File: config.mk
export PLATFORM = sky130hd
export DESIGN_NAME = alu_arbiter_flat
export DESIGN_NICKNAME = d
export VERILOG_FILES = /design/src/rtl/alu_arbiter_if.sv /design/src/rtl/alu_arbiter.sv /design/src/flat_wrapper.sv
export SDC_FILE = /design/constraint.sdc
export NUM_CORES = 1
export LEC_CHECK = 0
export CORE_ASPECT_RATIO = 0.8
export CORE_MARGIN = 8
export CORE_UTILIZATION = 54
export DETAILED_ROUTE_END_ITERATION = 8
export PLACE_DENSITY = 0.78
export RECOVER_POWER = 50
export SYNTH_ARGS = -nofsm -noshare
export SYNTH_HDL_FRONTEND = slang
export SYNTH_SLANG_ARGS = --single-unit
File: constraint.sdc
create_clock -name clk_i -period 4.6 [get_ports clk_i]
set_clock_uncertainty 0.15 [all_clocks]
set_input_delay 0.92 -clock clk_i [delete_from_list [all_inputs] [get_ports clk_i]]
set_output_delay 0.92 -clock clk_i [all_outputs]
set_load 0.02 [all_outputs]
File: src/rtl/alu_arbiter_if.sv
// alu_arbiter_if: request, response and status bundle for alu_arbiter.
// The master side is the pair of issuers plus the response consumer; the
// slave side is the arbiter itself.
interface alu_arbiter_if #(
  parameter int CNT_W = 16
);
  // requester 0
  logic             req0_valid_i;
  logic             req0_ready_o;
  logic [31:0]      req0_src1_i;
  logic [31:0]      req0_src2_i;
  logic [3:0]       req0_ctrl_i;
  // requester 1
  logic             req1_valid_i;
  logic             req1_ready_o;
  logic [31:0]      req1_src1_i;
  logic [31:0]      req1_src2_i;
  logic [3:0]       req1_ctrl_i;
  // response channel
  logic             rsp_valid_o;
  logic             rsp_ready_i;
  logic             rsp_id_o;
  logic [31:0]      rsp_result_o;
  logic             rsp_zero_o;
  // status
  logic             busy_o;
  logic [CNT_W-1:0] op_count_o;

  modport master (
    output req0_valid_i, req0_src1_i, req0_src2_i, req0_ctrl_i,
    output req1_valid_i, req1_src1_i, req1_src2_i, req1_ctrl_i,
    output rsp_ready_i,
    input  req0_ready_o, req1_ready_o,
    input  rsp_valid_o, rsp_id_o, rsp_result_o, rsp_zero_o,
    input  busy_o, op_count_o
  );

  modport slave (
    input  req0_valid_i, req0_src1_i, req0_src2_i, req0_ctrl_i,
    input  req1_valid_i, req1_src1_i, req1_src2_i, req1_ctrl_i,
    input  rsp_ready_i,
    output req0_ready_o, req1_ready_o,
    output rsp_valid_o, rsp_id_o, rsp_result_o, rsp_zero_o,
    output busy_o, op_count_o
  );
endinterface

File: src/rtl/alu_arbiter.sv
// alu_arbiter: two-requester arbiter sharing one ALU. One operation is in
// flight at a time: accept (IDLE) -> execute (EXEC) -> hold response (RESP).
// Optional feature macro: ALU_ARB_ROUND_ROBIN_EN. When defined, simultaneous
// requests alternate using last_grant; when undefined, requester 0 always
// wins a tie.
module alu_arbiter #(
  parameter int CNT_W = 16
) (
  input  logic         clk_i,
  input  logic         rst_i,
  alu_arbiter_if.slave bus
);

  localparam logic [3:0] CTRL_AND = 4'd0;
  localparam logic [3:0] CTRL_OR  = 4'd1;
  localparam logic [3:0] CTRL_ADD = 4'd2;
  localparam logic [3:0] CTRL_SUB = 4'd6;
  localparam logic [3:0] CTRL_SLT = 4'd7;
  localparam logic [3:0] CTRL_NOR = 4'd12;

  typedef enum logic [1:0] {
    IDLE = 2'd0,
    EXEC = 2'd1,
    RESP = 2'd2
  } state_t;

  state_t           state;
  logic [31:0]      op_src1;
  logic [31:0]      op_src2;
  logic [3:0]       op_ctrl;
  logic             op_id;
  logic             rsp_valid;
  logic             rsp_id;
  logic [31:0]      rsp_result;
  logic             rsp_zero;
  logic [CNT_W-1:0] op_count;
  logic             grant;
  logic             take;
  logic [31:0]      alu_result;
`ifdef ALU_ARB_ROUND_ROBIN_EN
  logic             last_grant;
`endif

  // Pick a requester from the current valids; a lone valid always wins.
  always_comb begin
    grant = 1'b0;
`ifdef ALU_ARB_ROUND_ROBIN_EN
    if (bus.req0_valid_i && bus.req1_valid_i) begin
      grant = ~last_grant;
    end else if (bus.req1_valid_i) begin
      grant = 1'b1;
    end
`else
    if (!bus.req0_valid_i && bus.req1_valid_i) begin
      grant = 1'b1;
    end
`endif
  end

  // Handshake happens only in IDLE; reset forces ready low immediately.
  assign take = !rst_i && (state == IDLE) &&
                (grant ? bus.req1_valid_i : bus.req0_valid_i);

  assign bus.req0_ready_o = take && !grant;
  assign bus.req1_ready_o = take && grant;

  // Shared ALU evaluated on the registered operands.
  always_comb begin
    alu_result = 32'd0;
    case (op_ctrl)
      CTRL_AND: alu_result = op_src1 & op_src2;
      CTRL_OR:  alu_result = op_src1 | op_src2;
      CTRL_ADD: alu_result = op_src1 + op_src2;
      CTRL_SUB: alu_result = op_src1 - op_src2;
      CTRL_SLT: alu_result = {31'd0, ($signed(op_src1) < $signed(op_src2))};
      CTRL_NOR: alu_result = ~(op_src1 | op_src2);
      default:  alu_result = 32'd0;
    endcase
  end

  // Sequencer: latch operands, execute, then hold the response until taken.
  always_ff @(posedge clk_i or posedge rst_i) begin
    if (rst_i) begin
      state      <= IDLE;
      op_src1    <= 32'd0;
      op_src2    <= 32'd0;
      op_ctrl    <= 4'd0;
      op_id      <= 1'b0;
      rsp_valid  <= 1'b0;
      rsp_id     <= 1'b0;
      rsp_result <= 32'd0;
      rsp_zero   <= 1'b0;
      op_count   <= '0;
`ifdef ALU_ARB_ROUND_ROBIN_EN
      last_grant <= 1'b1;
`endif
    end else begin
      case (state)
        IDLE: begin
          if (take) begin
            op_src1 <= grant ? bus.req1_src1_i : bus.req0_src1_i;
            op_src2 <= grant ? bus.req1_src2_i : bus.req0_src2_i;
            op_ctrl <= grant ? bus.req1_ctrl_i : bus.req0_ctrl_i;
            op_id   <= grant;
`ifdef ALU_ARB_ROUND_ROBIN_EN
            last_grant <= grant;
`endif
            state   <= EXEC;
          end
        end
        EXEC: begin
          rsp_result <= alu_result;
          rsp_zero   <= (alu_result == 32'd0);
          rsp_id     <= op_id;
          rsp_valid  <= 1'b1;
          state      <= RESP;
        end
        RESP: begin
          if (rsp_valid && bus.rsp_ready_i) begin
            rsp_valid <= 1'b0;
            op_count  <= op_count + CNT_W'(1);
            state     <= IDLE;
          end
        end
        default: begin
          state <= IDLE;
        end
      endcase
    end
  end

  assign bus.rsp_valid_o  = rsp_valid;
  assign bus.rsp_id_o     = rsp_id;
  assign bus.rsp_result_o = rsp_result;
  assign bus.rsp_zero_o   = rsp_zero;
  assign bus.busy_o       = (state != IDLE);
  assign bus.op_count_o   = op_count;

endmodule

File: src/flat_wrapper.sv
// flat-port wrapper written by rule: the top's interface ports become plain ports
module alu_arbiter_flat 
#(
  parameter int CNT_W = 16
)
  (clk_i, rst_i, bus_req0_valid_i, bus_req0_src1_i, bus_req0_src2_i, bus_req0_ctrl_i, bus_req1_valid_i, bus_req1_src1_i, bus_req1_src2_i, bus_req1_ctrl_i, bus_rsp_ready_i, bus_req0_ready_o, bus_req1_ready_o, bus_rsp_valid_o, bus_rsp_id_o, bus_rsp_result_o, bus_rsp_zero_o, bus_busy_o, bus_op_count_o);
  alu_arbiter_if #(.CNT_W(CNT_W)) bus_i ();
  input  logic clk_i;
  input  logic rst_i;
  input wire logic [$bits(bus_i.req0_valid_i)-1:0] bus_req0_valid_i;
  input wire logic [$bits(bus_i.req0_src1_i)-1:0] bus_req0_src1_i;
  input wire logic [$bits(bus_i.req0_src2_i)-1:0] bus_req0_src2_i;
  input wire logic [$bits(bus_i.req0_ctrl_i)-1:0] bus_req0_ctrl_i;
  input wire logic [$bits(bus_i.req1_valid_i)-1:0] bus_req1_valid_i;
  input wire logic [$bits(bus_i.req1_src1_i)-1:0] bus_req1_src1_i;
  input wire logic [$bits(bus_i.req1_src2_i)-1:0] bus_req1_src2_i;
  input wire logic [$bits(bus_i.req1_ctrl_i)-1:0] bus_req1_ctrl_i;
  input wire logic [$bits(bus_i.rsp_ready_i)-1:0] bus_rsp_ready_i;
  output wire logic [$bits(bus_i.req0_ready_o)-1:0] bus_req0_ready_o;
  output wire logic [$bits(bus_i.req1_ready_o)-1:0] bus_req1_ready_o;
  output wire logic [$bits(bus_i.rsp_valid_o)-1:0] bus_rsp_valid_o;
  output wire logic [$bits(bus_i.rsp_id_o)-1:0] bus_rsp_id_o;
  output wire logic [$bits(bus_i.rsp_result_o)-1:0] bus_rsp_result_o;
  output wire logic [$bits(bus_i.rsp_zero_o)-1:0] bus_rsp_zero_o;
  output wire logic [$bits(bus_i.busy_o)-1:0] bus_busy_o;
  output wire logic [$bits(bus_i.op_count_o)-1:0] bus_op_count_o;
  assign bus_i.req0_valid_i = bus_req0_valid_i;
  assign bus_i.req0_src1_i = bus_req0_src1_i;
  assign bus_i.req0_src2_i = bus_req0_src2_i;
  assign bus_i.req0_ctrl_i = bus_req0_ctrl_i;
  assign bus_i.req1_valid_i = bus_req1_valid_i;
  assign bus_i.req1_src1_i = bus_req1_src1_i;
  assign bus_i.req1_src2_i = bus_req1_src2_i;
  assign bus_i.req1_ctrl_i = bus_req1_ctrl_i;
  assign bus_i.rsp_ready_i = bus_rsp_ready_i;
  assign bus_req0_ready_o = bus_i.req0_ready_o;
  assign bus_req1_ready_o = bus_i.req1_ready_o;
  assign bus_rsp_valid_o = bus_i.rsp_valid_o;
  assign bus_rsp_id_o = bus_i.rsp_id_o;
  assign bus_rsp_result_o = bus_i.rsp_result_o;
  assign bus_rsp_zero_o = bus_i.rsp_zero_o;
  assign bus_busy_o = bus_i.busy_o;
  assign bus_op_count_o = bus_i.op_count_o;
  alu_arbiter #(.CNT_W(CNT_W)) u_core (.clk_i(clk_i), .rst_i(rst_i), .bus(bus_i));
endmodule
==> flow_metrics.env <==
export IMPL_hold_violations=0
export IMPL_die_width_um=174
export IMPL_synth_xor_area_share_pct=1.22
export IMPL_ys_seq_area_share_pct=28.3
export IMPL_ir_drop_v=0.000330
export IMPL_slew_headroom_pct=-83.3
export IMPL_placed_area_um2=13000
export IMPL_dp_cells=1736
export IMPL_fin_nets=1739
export IMPL_clock_sinks=122
export IMPL_rr_worst_depth=14
export IMPL_ys_flop_type="dfrtp_1"
export IMPL_design_core_area_um2=19700
export IMPL_synth_commonest_cells="154 x o21ai_0, 153 x nand2_1, 122 x dfrtp_1"
export IMPL_synthSimpleGateAreaFrac_pct=18.1
export IMPL_yosysWarnings=0
export IMPL_dr_first_iter_drc_count=1224
export IMPL_start_util_pct=54.7
export IMPL_cap_violations=2
export IMPL_p_per_area_nw_per_um2=797
export IMPL_ios=195
export IMPL_port_buffers=194
export IMPL_ant_nets=0
export IMPL_synth_fa_ha_area_share_pct=12.5
export IMPL_slew_viol_final=113
export IMPL_ys_seq_elements=122
export IMPL_fin_ws_ps=203
export IMPL_grt_pass1_wl_um=57600
export IMPL_instances_no_fill=1768
export IMPL_leakage_nw=5.96
export IMPL_gp_congestion=0.990
export IMPL_worst_ep_arrival_time_ps=3330
export IMPL_r2r_end="u_core.bus.rsp_zero_o"
export IMPL_final_util_pct=68.8
export IMPL_setup_viol=0
export IMPL_synth_top_cell_area_share_pct=28.3
export IMPL_tns_ps=0
export IMPL_synth_top_family_by_area="compound AO/OA/AOI/OAI gates"
export IMPL_diodes=0
export IMPL_insertion_delay_ps=430
export IMPL_required_ps=3530
export IMPL_critical_path_class="in2out"
export IMPL_start_kind="input pin"
export IMPL_stdcell_area_um2=13600
export IMPL_antenna_found_initial=1
export IMPL_fp_row_count=46
export IMPL_rsz0062_at_grt="no"
export IMPL_holdCritStartpoint="u_core.bus.rsp_result_o[15]"
export IMPL_pre_cts_slack_ps=152
export IMPL_fmax_mhz=227
export IMPL_ys_async_sr_fraction_pct=100
export IMPL_synth_distinct_cells=84
export IMPL_area_growth_pct=25.7
export IMPL_grt_max_degree=105
export IMPL_synth_fp_nets=1588
export IMPL_timing_hold_ws_ps=325
export IMPL_whs_endpoint="u_core.bus.rsp_result_o[15]"
export IMPL_r2r_start="u_core.op_src2[0]"
export IMPL_dr_total_vias=10900
export IMPL_grt_use_total_pct=29.2
export IMPL_violations="capacitance limit, slew limit"
export IMPL_hold_class="reg2reg"
export IMPL_status="finished, violations left"
export IMPL_viasPerCell=6.18
export IMPL_syn_inst=1340
export IMPL_cts_made_buffers=17
export IMPL_netlist_area_um2=10800
export IMPL_min_period_ps=4400
export IMPL_yosysTopAreaCell="dfrtp_1"
export IMPL_hpwlAfterDp_um=28500
export IMPL_path_clk_slew_ps=50
export IMPL_worstSetupEndpointType="output port"
export IMPL_htree_levels=4
export IMPL_total_power_mw=10.8
export IMPL_synth_area_mux_share_pct=7.37
export IMPL_cp_max_fo=36
export IMPL_drcViolationCount=0
export IMPL_synth_edf_count=0
export IMPL_routedWlPerCell_um=20.6
export IMPL_hold_depth=2
export IMPL_grt_overflow_total=0
export IMPL_synth_compound_area_share_pct=25.9
export IMPL_cts_root_buf="clkbuf_16"
export IMPL_cts_tree="built"
export IMPL_die_y_um=142
export IMPL_cts_path_max_buffers=2
export IMPL_first_pass_iters=5
export IMPL_drt_total_wl_um=36500
export IMPL_grt_pass1_vias=10400
export IMPL_synthTopCellsByArea="dfrtp_1 28%, ha_1 12%, o21ai_0 7.1%"
export IMPL_tightest_slew_ps=2730
export IMPL_drive_gt1_share_pct=6.32
export IMPL_fin_crit_sh_pct=95.6
export IMPL_syn_area_per_cell_um2=8.06
export IMPL_die_area_um2=24800
export IMPL_synth_most_common_cell="o21ai_0"
export IMPL_rrSetupSlack_ps=240
[area by class of cell]
cell class / count / area (µm²)
inverter: 99 / 373
multi-input combinational: 1034 / 7090
tap: 264 / 330
sequential: 122 / 3050
fill: 1582 / 6170
timing repair buffer: 217 / 2130
clock buffer: 19 / 453
clock inverter: 13 / 141
[power by group]
part	total [mW]	switching, mW	internal [mW]	leakage (nW)
clock	1.37	0.543	0.828	0.274
combinational	7.39	4.72	2.68	4.15
sequential	2.06	0.546	1.51	1.54
total	10.8	5.81	5.01	5.96
[state kept, by name, summed over array words and instances, names as in the netlist]
| signal | count |
|---|---|
| u_core.bus.rsp_valid_o | 1 |
| u_core.bus.rsp_result_o | 32 |
| u_core.state | 2 |
| u_core.bus.rsp_zero_o | 1 |
| u_core.op_src2 | 32 |
| u_core.bus.op_count_o | 16 |
| u_core.op_src1 | 32 |
| u_core.op_ctrl | 4 |
| u_core.op_id | 1 |
| u_core.bus.rsp_id_o | 1 |
[cell usage in the layout (no fill, tap or decap), types with 12 or more instances in the layout]
master / instances
nand3_1: 19
buf_4: 19
a211oi_1: 21
clkbuf_16: 17
nand4_1: 12
dfrtp_1: 122
o21ai_0: 154
nor2_1: 91
nand2_1: 153
nor3_1: 27
a21o_1: 17
inv_1: 97
a21oi_1: 69
nor2b_1: 12
and3_1: 14
a22oi_1: 24
ha_1: 105
o211ai_1: 14
clkdlybuf4s50_1: 191
mux2i_1: 75
[worst max-delay path, cell delays in order]
cell and delay, ps:
dlygate4sd3_1 590, nor2_1 60, or3_1 750, inv_1 200, and2_1 190, clkdlybuf4s50_1 620
[per-layer routing]
metal | track usage, % | wire length, µm | vias to the layer above
li1 | - | - | 5138
met1 | 42.4 | 16800 | 5108
met2 | 39.6 | 14200 | 622
met3 | 11.1 | 4830 | 60
met4 | 7.05 | 604 | 2
met5 | 0 | 13 | -
[how the worst max path moves through the flow]
stage,from,end
3_5_place_dp,u_core.op_src2[0],u_core.bus.rsp_zero_o
6_report,bus_req0_valid_i,bus_req1_ready_o
2_1_floorplan,rst_i,u_core.bus.op_count_o[0]
3_3_place_gp,u_core.op_src2[0],u_core.bus.rsp_zero_o
5_1_grt,bus_req0_valid_i,bus_req1_ready_o
4_1_cts,u_core.op_src2[0],u_core.bus.rsp_zero_o
[what timing repair did]
action / CTS / global route
hold buffers: 0 / 0
endpoints found under the setup margin: 0 / 1
gates resized for setup: 0 / 6
setup buffers: 0 / 0
[logic make-up (layout without fill, tap and decap cells)]
group | count (synthesis) | after routing
AO/OA/AOI/OAI | 426 | 426
XOR/XNOR | 15 | 15
AND/OR/NAND/NOR | 407 | 407
adder cells (fa/ha/maj) | 107 | 107
flip-flops | 122 | 122
buffers and inverters | 184 | 348
multiplexers | 79 | 79
Note: power is estimated with default switching activity, not from simulation.
